File: src/rtl/mem_req_queue_pkg.sv
//==============================================================================
// Module   : mem_req_queue_pkg
// Purpose  : Shared types and constants for the MAU-to-data-memory request queue.
// Revision : 1.0 - initial release
//==============================================================================
`default_nettype none

package mem_req_queue_pkg;

   typedef enum logic [1:0] {
      IDLE  = 2'd0,
      ISSUE = 2'd1,
      WAIT  = 2'd2
   } state_t;

   localparam logic c_RW_LOAD  = 1'b0;
   localparam logic c_RW_STORE = 1'b1;

   localparam int c_ROW_W   = 6;
   localparam int c_BANK_W  = 3;
   localparam int c_ADDR_W  = c_ROW_W + c_BANK_W;
   localparam int c_DATA_W  = 32;
   localparam int c_ENTRY_W = 1 + c_ADDR_W + c_DATA_W;

   typedef struct packed {
      logic                rw;
      logic [c_ADDR_W-1:0] addr;
      logic [c_DATA_W-1:0] data;
   } entry_t;

endpackage

`default_nettype wire

File: src/rtl/memq_fifo.sv
//==============================================================================
// Module   : memq_fifo
// Purpose  : Parameterised synchronous FIFO, async active-low reset.
// Revision : 1.0 - initial release
//==============================================================================
`default_nettype none

module memq_fifo #(
   parameter int DEPTH = 4,
   parameter int WIDTH = 42
) (
   input  logic             clk,
   input  logic             reset,
   input  logic             i_push,
   input  logic [WIDTH-1:0] i_din,
   input  logic             i_pop,
   output logic [WIDTH-1:0] o_dout,
   output logic             o_full,
   output logic             o_empty
);

   localparam int PTR_W = $clog2(DEPTH);

   logic [WIDTH-1:0] r_mem [DEPTH];
   logic [PTR_W-1:0] r_head;
   logic [PTR_W-1:0] r_tail;
   logic [PTR_W:0]   r_count;
   logic             w_push;
   logic             w_pop;

   assign o_full  = (r_count == (PTR_W+1)'(DEPTH));
   assign o_empty = (r_count == '0);
   // A push is refused while full even if a pop frees a slot this same cycle.
   assign w_push  = i_push & ~o_full;
   assign w_pop   = i_pop & ~o_empty;
   assign o_dout  = r_mem[r_head];

   always_ff @(posedge clk) begin
      if (w_push) begin
         r_mem[r_tail] <= i_din;
      end
   end

   always_ff @(posedge clk or negedge reset) begin
      if (!reset) begin
         r_head  <= '0;
         r_tail  <= '0;
         r_count <= '0;
      end else begin
         if (w_push) r_tail <= r_tail + 1'b1;
         if (w_pop)  r_head <= r_head + 1'b1;
         if (w_push & ~w_pop) begin
            r_count <= r_count + 1'b1;
         end else if (w_pop & ~w_push) begin
            r_count <= r_count - 1'b1;
         end
      end
   end

endmodule

`default_nettype wire

File: src/rtl/mem_req_queue.sv
//==============================================================================
// Module   : mem_req_queue
// Purpose  : Queues MAU load/store requests and issues them one at a time to
//            the banked data memory. Optional stall counter: MEMQ_STALL_CNT_EN.
// Revision : 1.0 - initial release
//==============================================================================
`default_nettype none

module mem_req_queue
   import mem_req_queue_pkg::*;
#(
   parameter int DEPTH = 4
) (
   input  logic                clk,
   input  logic                reset,
   input  logic                req_in,
   input  logic                rw_in,
   input  logic [c_ADDR_W-1:0] addr_in,
   input  logic [c_DATA_W-1:0] din_in,
   output logic                halt,
   output logic                empty,
   output logic                reqMEM,
   output logic                rwMEM,
   output logic [c_ROW_W-1:0]  addrMEM,
   output logic [c_BANK_W-1:0] bankSelect,
   output logic [c_DATA_W-1:0] doutMEM,
   input  logic                ready,
   input  logic                ackMEM,
   input  logic [c_DATA_W-1:0] dinMEM,
   output logic                ackMAU,
   output logic [c_DATA_W-1:0] doutMAU
`ifdef MEMQ_STALL_CNT_EN
   ,
   output logic [15:0]         stall_cnt
`endif
);

   state_t              r_state;
   state_t              w_state_nxt;
   entry_t              w_head;
   logic                w_fifo_full;
   logic                w_fifo_empty;
   logic                w_pop;
   logic                w_req;
   logic                w_done;
   logic                r_rw;
   logic [c_ROW_W-1:0]  r_row;
   logic [c_BANK_W-1:0] r_bank;
   logic [c_DATA_W-1:0] r_dout;
   logic                r_ack;
   logic [c_DATA_W-1:0] r_dout_mau;

   memq_fifo #(
      .DEPTH (DEPTH),
      .WIDTH (c_ENTRY_W)
   ) u_fifo (
      .clk     (clk),
      .reset   (reset),
      .i_push  (req_in),
      .i_din   ({rw_in, addr_in, din_in}),
      .i_pop   (w_pop),
      .o_dout  (w_head),
      .o_full  (w_fifo_full),
      .o_empty (w_fifo_empty)
   );

   always_ff @(posedge clk or negedge reset) begin
      if (!reset) begin
         r_state <= IDLE;
      end else begin
         r_state <= w_state_nxt;
      end
   end

   always_comb begin
      w_state_nxt = r_state;
      w_pop       = 1'b0;
      w_req       = 1'b0;
      w_done      = 1'b0;
      case (r_state)
         IDLE: begin
            if (!w_fifo_empty) begin
               w_pop       = 1'b1;
               w_state_nxt = ISSUE;
            end
         end
         ISSUE: begin
            w_req = ready;
            if (ready) w_state_nxt = WAIT;
         end
         WAIT: begin
            if (ackMEM) begin
               w_done      = 1'b1;
               w_state_nxt = IDLE;
            end
         end
         default: w_state_nxt = IDLE;
      endcase
   end

   // The issued request is latched at pop time and held until the next pop.
   always_ff @(posedge clk or negedge reset) begin
      if (!reset) begin
         r_rw       <= 1'b0;
         r_row      <= '0;
         r_bank     <= '0;
         r_dout     <= '0;
         r_ack      <= 1'b0;
         r_dout_mau <= '0;
      end else begin
         if (w_pop) begin
            r_rw   <= w_head.rw;
            r_row  <= w_head.addr[c_ADDR_W-1:c_BANK_W];
            r_bank <= w_head.addr[c_BANK_W-1:0];
            r_dout <= w_head.data;
         end
         r_ack <= w_done;
         if (w_done) begin
            r_dout_mau <= (r_rw == c_RW_STORE) ? '0 : dinMEM;
         end
      end
   end

`ifdef MEMQ_STALL_CNT_EN
   logic [15:0] r_stall_cnt;
   logic [1:0]  w_stall_inc;
   logic [16:0] w_stall_sum;

   // Both stall sources can hit in one cycle; each contributes one count.
   assign w_stall_inc = {1'b0, req_in & w_fifo_full}
                      + {1'b0, (r_state == ISSUE) & ~ready};
   assign w_stall_sum = {1'b0, r_stall_cnt} + {15'd0, w_stall_inc};

   always_ff @(posedge clk or negedge reset) begin
      if (!reset) begin
         r_stall_cnt <= '0;
      end else begin
         r_stall_cnt <= w_stall_sum[16] ? 16'hFFFF : w_stall_sum[15:0];
      end
   end

   assign stall_cnt = r_stall_cnt;
`endif

   assign halt       = w_fifo_full;
   assign empty      = w_fifo_empty & (r_state == IDLE);
   assign reqMEM     = w_req;
   assign rwMEM      = r_rw;
   assign addrMEM    = r_row;
   assign bankSelect = r_bank;
   assign doutMEM    = r_dout;
   assign ackMAU     = r_ack;
   assign doutMAU    = r_dout_mau;

endmodule

`default_nettype wire

File: config.mk
export PLATFORM = sky130hd
export DESIGN_NAME = mem_req_queue
export DESIGN_NICKNAME = d
export VERILOG_FILES = /design/src/rtl/mem_req_queue_pkg.sv /design/src/rtl/memq_fifo.sv /design/src/rtl/mem_req_queue.sv
export SDC_FILE = /design/constraint.sdc
export NUM_CORES = 1
export LEC_CHECK = 0
export BUFFER_PORTS_ARGS = -buffer_cell sky130_fd_sc_hd__buf_2
export CAP_MARGIN = 15
export CORE_ASPECT_RATIO = 1.4
export CORE_MARGIN = 1
export CORE_UTILIZATION = 55
export DETAILED_ROUTE_END_ITERATION = 6
export GPL_ROUTABILITY_DRIVEN = 0
export GPL_TIMING_DRIVEN = 0
export PLACE_DENSITY = 0.81
export SLEW_MARGIN = 40
export SYNTH_ARGS = -nofsm -noshare
export SYNTH_HDL_FRONTEND = slang
export SYNTH_HIERARCHICAL = 1
export SYNTH_SLANG_ARGS = --single-unit
export TNS_END_PERCENT = 50
File: constraint.sdc
create_clock -name clk -period 2.6 [get_ports clk]
set_clock_uncertainty 0.05 [all_clocks]
set_input_delay 0.26 -clock clk [delete_from_list [all_inputs] [get_ports clk]]
set_output_delay 0.26 -clock clk [all_outputs]
set_load 0.02 [all_outputs]
==> impl_table.tex, run 1 <==
\begin{tabular}{lr}
\hline
Metric & Value \\
\hline
\multicolumn{2}{l}{\textbf{Run status}} \\
Status & completed \\
\multicolumn{2}{l}{\textbf{Synth}} \\
Top cells by area in the synthesized netlist & sky130\_fd\_sc\_hd\_\_edfxtp\_1 (51\%), sky130\_fd\_sc\_hd\_\_dfrtp\_1 (21\%), sky130\_fd\_sc\_hd\_\_mux4\_2 (8.7\%) \\
Sequential element share of the synthesized area & 0.728 \\
Warnings, synthesis & 6 \\
Unique cell type count in the Yosys netlist & 30 \\
Number of instances in the synthesized netlist & 458 \\
Most area-hungry cell type in the Yosys netlist & sky130\_fd\_sc\_hd\_\_edfxtp\_1 \\
Mean instance size in the synthesized netlist & about 21 µm² \\
Post-Synthesis Net Count & 543 \\
Synth Flop Type & sky130\_fd\_sc\_hd\_\_edfxtp\_1 \\
Most common library cells after synthesis & sky130\_fd\_sc\_hd\_\_edfxtp\_1 (168), sky130\_fd\_sc\_hd\_\_dfrtp\_1 (84), sky130\_fd\_sc\_hd\_\_mux2\_2 (44) \\
Yosys reg bits & between 200 and 300 \\
Synth Cell Area & 0.00982 mm² \\
Most instantiated library cell after synthesis & sky130\_fd\_sc\_hd\_\_edfxtp\_1 \\
Adder-cell share of the synthesized area & 0.00841 \\
Number of enable-type register cells in the synthesized netlist & between 150 and 200 \\
Multiplexer area fraction after synthesis & 0.197 \\
Largest family of logic cells by synthesized area & multiplexers \\
Area fraction in compound gates after synthesis & 0.000765 \\
Area fraction in and, or, nand and nor cells after synthesis & 0.0334 \\
Xor/xnor share of the synthesized area & 0.00535 \\
Fraction of synthesis flops using an asynchronous set or reset pin & 0.333 \\
Top cell type's share of synthesized area & 0.514 \\
\multicolumn{2}{l}{\textbf{Finish}} \\
Relative area change from synthesis to final layout & 25.8\% \\
Number of fill cells & 1,154 \\
\# nets final & 779 \\
Combined area of the multi-input logic cells & 0.00242 mm² \\
Post-layout util & 0.710 \\
Fraction of layout cells with a size suffix above 1 & 0.489 \\
Register area & $\sim$0.0071 mm² \\
Number of antenna diodes & 0 \\
\multicolumn{2}{l}{\textbf{Timing}} \\
Slack of the critical path & approximately 0.092 ns \\
Final count of hold timing violations & 0 \\
Highest Clock Rate & about 0.40 GHz \\
Final setup violation count & 0 \\
Post-route clock period utilization & 0.965 \\
Hold slack final & about 0.046 ns \\
Slew HR & 0.665 \\
Tightest Pin Transition & 0.502 ns \\
Final max-slew violation count & 0 \\
Period minus WS final & around 2.5 ns \\
\multicolumn{2}{l}{\textbf{GRT}} \\
Overflow left after global routing & 0 \\
Global router's overall resource usage & 0.210 \\
Pin count of the biggest net entering global routing & 60 \\
Vias in the first global route & $\sim$5,500 \\
Antenna violations before repair & 0 \\
Wire length of the first global-routing pass & about 29,000 µm \\
\multicolumn{2}{l}{\textbf{Power}} \\
Internal power of the cells & $\sim$10 mW \\
Total power consumption of the routed design & $\sim$15 mW \\
Net switching power figure & 4.64 mW \\
Worst ir drop on vdd & around 0.75 mV \\
Clk network pwr share & 0.247 \\
Part of the power in registers & 0.399 \\
Power Density & between 1000 and 1500 mW/mm² \\
Switching portion of total power & 0.310 \\
Proportion of power drawn by combinational gates & 0.354 \\
Leakage dissipation & 4.87 nW \\
\multicolumn{2}{l}{\textbf{Place}} \\
Placement-stage worst setup slack & -0.169 ns \\
Number of input and output port buffers inserted & approximately 160 \\
Detailed placement HPWL & 11,700 µm \\
\multicolumn{2}{l}{\textbf{Routing}} \\
DR vias/cell & between 5 and 6 \\
Routed wire length per instance & 19.6 µm \\
DRT iter0 DRCs & 250 \\
Total wire length after detailed routing & roughly 19,000 µm \\
Number of iterations in the first detailed-routing pass & 4 \\
Vias & slightly above 5,000 \\
Detailed-route DRC error count & 0 \\
Antenna-violating nets left & 0 \\
\multicolumn{2}{l}{\textbf{Setup path}} \\
Arrival time reported for the critical path endpoint & about 2.9 ns \\
Critical path required time & a little under 3 ns \\
Critical path launch point type & flop \\
Highest fanout seen on the critical path & 11 \\
Endpoint type of the worst setup path & flop \\
Path depth of the worst reg2reg path & 11 \\
Category of the most critical setup path & reg2reg \\
\multicolumn{2}{l}{\textbf{Clock network}} \\
Number of clock sinks seen by CTS & 252 \\
Count of H-tree levels built during CTS & 1 \\
TritonCTS clock tree & built \\
Skew-Pair Late Insertion Delay & between 0.5 and 0.6 ns \\
Maximum buffer depth of the clock tree & 3 \\
Root Buffer & sky130\_fd\_sc\_hd\_\_clkbuf\_16 \\
Clock transition time at the flip-flop clock pins of the worst setup and hold paths & roughly 0.06 ns \\
Number of buffers inserted during clock tree synthesis & 25 \\
\multicolumn{2}{l}{\textbf{Run}} \\
Max Cap Viol & 0 \\
\multicolumn{2}{l}{\textbf{Floorplan}} \\
Number of core rows & 57 \\
Overall die width & about 110 µm \\
Die Outline Area & around 0.018 mm² \\
Number of I/O pins & about 160 \\
Core Box Area & around 0.017 mm² \\
Initial standard-cell utilization of the core & 0.564 \\
Die span in y & 160 µm \\
\multicolumn{2}{l}{\textbf{Min path}} \\
Number of cells on the worst hold path & 3 \\
Path type of the worst min-delay path & in2reg \\
\hline
\end{tabular}
==> cells in the final DEF (no fill, tap or decap), drive strengths merged, types with 3 or more instances in the layout <==
cell type,n
nor3b,3
and2,4
dfrtp,84
bufinv,4
nor2b,33
mux4,42
xnor2,4
mux2,76
buf,184
clkbuf,33
edfxtp,168
clkinvlp,4
dlygate4sd3,44
clkinv,6
ha,5
inv,6
==> registers in the layout (all words and copies together), names as in the netlist <==
register,cells
u_fifo/r_mem,168
r_state,2
rwMEM,1
addrMEM,6
u_fifo/r_tail,2
ackMAU,1
u_fifo/r_head,2
bankSelect,3
u_fifo/r_count,3
doutMAU,32
doutMEM,32
==> power by group through the flow <==
stage	clock [mW]	combinational [mW]	sequential [mW]
global route	3.93	5.69	6.10
global placement	0	4.98	6.03
detailed placement	0	5.25	6.07
finish	3.69	5.30	5.98
floorplan	0	3.04	6.65
CTS	3.76	5.34	6.00
==> metrics by stage <==
step                      instances  area [µm²]  TNS [ns]
final                           949       12400         0
after floorplan                 458        9820         0
after global placement          850       10900    -89.44
after detailed placement        855       11000    -0.278
after CTS                       946       12300         0
after global routing            949       12400  -0.00389
==> final cells by class <==
class / instances / area share
Inverter: 4 / 0.00122
Tap cell: 236 / 0.0239
Clock buffer: 30 / 0.0530
Buffer: 22 / 0.0207
Multi-Input combinational cell: 180 / 0.196
Timing Repair Buffer: 209 / 0.111
Clock inverter: 16 / 0.0160
Sequential cell: 252 / 0.579
==> layer usage <==
layer / global-route usage / vias to the layer above / wire [µm]
li1: - / 2257 / -
met3: 0.0398 / 32 / 1180
met2: 0.375 / 187 / 9850
met4: 0.0579 / 0 / 396
met5: 0 / - / 0
met1: 0.259 / 2560 / 7200
==> worst max-delay path, cell delays in order (launching register included) <==
cell,delay (ns)
sky130_fd_sc_hd__dfrtp_2,0.43
sky130_fd_sc_hd__or3_4,0.42
sky130_fd_sc_hd__inv_2,0.10
sky130_fd_sc_hd__nor3_4,0.06
sky130_fd_sc_hd__buf_6,0.17
sky130_fd_sc_hd__nand2_2,0.09
sky130_fd_sc_hd__ha_2,0.19
sky130_fd_sc_hd__inv_1,0.06
sky130_fd_sc_hd__fa_1,0.37
sky130_fd_sc_hd__xor2_1,0.16
sky130_fd_sc_hd__nor2_1,0.16
sky130_fd_sc_hd__xor2_1,0.18
==> logic make-up after synthesis <==
family	count (synthesis)
and+or+nand+nor	49
muxes	118
adders and majority gates	6
buffers and inverters	26
AOI/OAI and AO/OA	1
DFF	252
xor gates and xnor gates	6
==> path summary, 6_finish.rpt <==
path,startpoint,to,slack (ns)
worst max-delay path,u_fifo/r_count[0],u_fifo/r_count[2],0.09
worst min-delay path,dinMEM[11],doutMAU[11],0.05
worst max register to register,u_fifo/r_count[0],u_fifo/r_count[2],0.09
worst min register to register,bankSelect[0],bankSelect[0],0.45
max in group asynchronous,reset,u_fifo/r_count[0],1.74
min in group asynchronous,reset,addrMEM[3],0.14
==> what timing repair did <==
item / 4_1_cts / 5_1_grt
setup buffers: 1 / 3
setup endpoints to repair: 2 / 1
gates resized for setup: 2 / 3
endpoints found under the hold margin: 253 / 0
hold buffers: 44 / 0
pin swaps: 1 / 1
Note: power is estimated with default switching activity, not from simulation.
==> run 2: changes to the inputs <==
ABC_AREA = 1   (was not set)
PLACE_DENSITY = 0.8   (was 0.81)
==> run 2 against run 1 <==
Via count is 50% higher. Sequential share of layout area fell by 3.6 points. Hold slack worse by 0.023 ns.
==> impl_table.tex, run 2 <==
\begin{tabular}{lr}
\hline
Metric & Value \\
\hline
\multicolumn{2}{l}{\textbf{Run status}} \\
Status & completed \\
\multicolumn{2}{l}{\textbf{Synth}} \\
Number of instances in the synthesized netlist & roughly 960 \\
Unique cell type count in the Yosys netlist & 23 \\
Post-Synthesis Net Count & roughly 1,000 \\
Mean instance size in the synthesized netlist & 11.1 µm² \\
Sequential element share of the synthesized area & 0.672 \\
Most area-hungry cell type in the Yosys netlist & sky130\_fd\_sc\_hd\_\_edfxtp\_1 \\
Warnings, synthesis & 6 \\
Top cell type's share of synthesized area & 0.475 \\
Number of enable-type register cells in the synthesized netlist & around 170 \\
Most instantiated library cell after synthesis & sky130\_fd\_sc\_hd\_\_nand2\_1 \\
Top cells by area in the synthesized netlist & sky130\_fd\_sc\_hd\_\_edfxtp\_1 (47\%), sky130\_fd\_sc\_hd\_\_dfrtp\_1 (20\%), sky130\_fd\_sc\_hd\_\_nand2\_1 (10\%) \\
Yosys reg bits & approximately 250 \\
Most common library cells after synthesis & sky130\_fd\_sc\_hd\_\_nand2\_1 (293), sky130\_fd\_sc\_hd\_\_edfxtp\_1 (168), sky130\_fd\_sc\_hd\_\_inv\_1 (137) \\
Fraction of synthesis flops using an asynchronous set or reset pin & 0.333 \\
Synth Cell Area & $\sim$0.011 mm² \\
Synth Flop Type & sky130\_fd\_sc\_hd\_\_edfxtp\_1 \\
\multicolumn{2}{l}{\textbf{Timing}} \\
Slack of the critical path & 0.200 ns \\
Slew HR & 0.610 \\
Post-route clock period utilization & 0.923 \\
Period minus WS final & 2.40 ns \\
Final count of hold timing violations & 0 \\
TNS Setup & 0 ns \\
Final setup violation count & 0 \\
Hold slack final & roughly 0.022 ns \\
RSZ-0062 raised after global routing & true \\
Final max-slew violation count & 0 \\
Tightest Pin Transition & between 0.5 and 0.6 ns \\
Highest Clock Rate & around 0.42 GHz \\
\multicolumn{2}{l}{\textbf{Setup path}} \\
Endpoint type of the worst setup path & primary output \\
Slack of the worst reg-to-reg path & between 0.2 and 0.25 ns \\
Crit-path most repeated cell & sky130\_fd\_sc\_hd\_\_inv\_1 \\
FF-to-FF Start & u\_fifo/r\_count[1] \\
Category of the most critical setup path & reg2out \\
Highest fanout seen on the critical path & 10 \\
Critical path required time & approximately 2.3 ns \\
Arrival time reported for the critical path endpoint & 2.09 ns \\
Path depth of the worst reg2reg path & 14 \\
Peak per-stage delay on the critical path & $\sim$0.43 ns \\
Slowest stage cell, crit path & sky130\_fd\_sc\_hd\_\_clkbuf\_1 \\
Critical-path cell list & inv\_1, nand3\_1, inv\_1, inv\_2, clkbuf\_1, nor2\_1, buf\_2 \\
CP delay by family, top & buffers and inverters \\
Critical path launch point type & flop \\
Number of buffer and inverter stages on the critical path & 5 \\
R2R Path End & u\_fifo/r\_count[2] \\
\multicolumn{2}{l}{\textbf{Min path}} \\
Path type of the worst min-delay path & in2reg \\
Number of cells on the worst hold path & 5 \\
Min-Delay Endpoint & doutMAU[3] \\
Startpoint of the most critical hold path & dinMEM[3] \\
\multicolumn{2}{l}{\textbf{Finish}} \\
Max FFs per register & approximately 170 \\
Number of antenna diodes & 0 \\
Non-Filler Cell Area, Final & around 0.013 mm² \\
Final non-filler cell total & $\sim$1,500 \\
\# nets final & 1,276 \\
Relative area change from synthesis to final layout & 23.8\% \\
Most frequent cells in the layout & sky130\_fd\_sc\_hd\_\_nand2\_1 (293), sky130\_fd\_sc\_hd\_\_buf\_2 (170), sky130\_fd\_sc\_hd\_\_edfxtp\_1 (168), sky130\_fd\_sc\_hd\_\_inv\_1 (137), sky130\_fd\_sc\_hd\_\_dfrtp\_1 (84) \\
Reg with most FFs & u\_fifo/r\_mem \\
Most frequent standard cell in the layout excluding fill and tap cells & sky130\_fd\_sc\_hd\_\_nand2\_1 \\
Fraction of layout cells with a size suffix above 1 & 0.231 \\
Post-layout util & 0.702 \\
\multicolumn{2}{l}{\textbf{GRT}} \\
Pin count of the biggest net entering global routing & 47 \\
Wire length of the first global-routing pass & roughly 38,000 µm \\
Antenna violations before repair & 0 \\
Overflow left after global routing & 0 \\
Global router's overall resource usage & 0.243 \\
Vias in the first global route & 7,589 \\
\multicolumn{2}{l}{\textbf{Power}} \\
Total power consumption of the routed design & 15.9 mW \\
Leakage dissipation & between 6 and 7 nW \\
Power Density & about 1200 mW/mm² \\
Worst ir drop on vdd & 0.792 mV \\
\multicolumn{2}{l}{\textbf{Floorplan}} \\
Core Box Area & approximately 0.019 mm² \\
Die Outline Area & 0.0199 mm² \\
Number of core rows & 59 \\
Initial standard-cell utilization of the core & 0.567 \\
Overall die width & 119 µm \\
Die span in y & between 150 and 200 µm \\
Number of I/O pins & 157 \\
\multicolumn{2}{l}{\textbf{Place}} \\
Detailed placement HPWL & around 16,000 µm \\
Placement-stage worst setup slack & -0.0109 ns \\
Number of input and output port buffers inserted & approximately 160 \\
Post-place instance area & roughly 0.012 mm² \\
Number of placed cells counting well taps & 1,366 \\
\multicolumn{2}{l}{\textbf{Clock network}} \\
Clock transition time at the flip-flop clock pins of the worst setup and hold paths & roughly 0.060 ns \\
Count of H-tree levels built during CTS & 1 \\
Skew-Pair Late Insertion Delay & 0.50 ns \\
Maximum buffer depth of the clock tree & 3 \\
Number of clock sinks seen by CTS & about 250 \\
Number of buffers inserted during clock tree synthesis & 23 \\
Root Buffer & sky130\_fd\_sc\_hd\_\_clkbuf\_16 \\
TritonCTS clock tree & built \\
\multicolumn{2}{l}{\textbf{Routing}} \\
Antenna-violating nets left & 0 \\
Total wire length after detailed routing & around 24,000 µm \\
DR vias/cell & approximately 5.2 \\
DRT iter0 DRCs & 510 \\
Number of iterations in the first detailed-routing pass & 4 \\
Routed wire length per instance & roughly 16 µm \\
Detailed-route DRC error count & 0 \\
Vias & around 7,500 \\
\multicolumn{2}{l}{\textbf{Run}} \\
Max Cap Viol & 0 \\
\hline
\end{tabular}
[run 2: cell count changes in the layout (fill, tap and decap cells not counted), moves of 10 or more]
| cell | change |
|---|---|
| sky130_fd_sc_hd__clkbuf_1 | +12 |
| sky130_fd_sc_hd__mux4_2 | -38 |
| sky130_fd_sc_hd__mux2_4 | -30 |
| sky130_fd_sc_hd__buf_2 | +10 |
| sky130_fd_sc_hd__o211ai_1 | +51 |
| sky130_fd_sc_hd__inv_1 | +134 |
| sky130_fd_sc_hd__mux2_2 | -44 |
| sky130_fd_sc_hd__nor2b_1 | -33 |
| sky130_fd_sc_hd__nor2_1 | +33 |
| sky130_fd_sc_hd__nand2_1 | +293 |
| sky130_fd_sc_hd__nand3_1 | +80 |
| sky130_fd_sc_hd__o211ai_2 | +33 |
| sky130_fd_sc_hd__buf_12 | -11 |
[run 2: worst max-delay path by stage]
stage	startpoint	end	slack, ns	cells past startpoint
2_1_floorplan	u_fifo/r_count[0]	u_fifo/r_mem[0][0]	-0.38	4
3_3_place_gp	u_fifo/r_count[0]	u_fifo/r_mem[0][3]	-1.95	4
3_5_place_dp	u_fifo/r_count[0]	u_fifo/r_count[2]	-0.01	15
4_1_cts	u_fifo/r_count[0]	empty	0.17	7
5_1_grt	u_fifo/r_count[0]	u_fifo/r_count[2]	-0.03	14
6_report	u_fifo/r_count[1]	empty	0.20	7
[run 2: worst reg2reg max path: cells and delay by family, from the launching register on]
family	cells	cell delay (ns)
and+or+nand+nor	7	0.81
DFF	1	0.41
adders and majority gates	2	0.55
buffers and inverters	5	0.47
[run 2: per-layer routing]
metal / share of wire / up-vias / global-route usage
met5: 0 / - / 0
met4: 0.028 / 0 / 0.102
met3: 0.064 / 51 / 0.0349
met2: 0.52 / 293 / 0.444
met1: 0.38 / 3574 / 0.283
li1: - / 3612 / -
[run 2: cells by family after synthesis]
| family | share of synthesized area |
|---|---|
| compound gates | 0.0763 |
| fa+ha+maj | 0.00777 |
| buf+inv | 0.0830 |
| xor+xnor | 0.000824 |
| simple gates | 0.160 |
| flops | 0.672 |
[run 2: layout make-up]
class | count | area [µm²]
multi-input cells | 511 | 2630
repair buffers | 209 | 1460
clock buffers | 34 | 627
clock inverters | 7 | 115
flip-flops and latches | 252 | 7150
fillers | 1303 | 5590
plain buffers | 52 | 344
well taps | 244 | 305
inverters | 142 | 533
[run 2: power by group]
part	leakage (nW)	internal, mW	total, mW	switching, mW
logic	3.27	2.21	6.53	4.32
clock network	0.353	1.97	3.34	1.37
registers	2.59	5.54	6.04	0.506
total	6.22	9.72	15.9	6.19
[run 2: what timing repair did]
item,CTS,global route
gates resized for setup,0,0
setup buffers,0,0
setup endpoints to repair,1,2
pin swaps,0,0
hold buffers,45,0
endpoints found under the hold margin,216,0
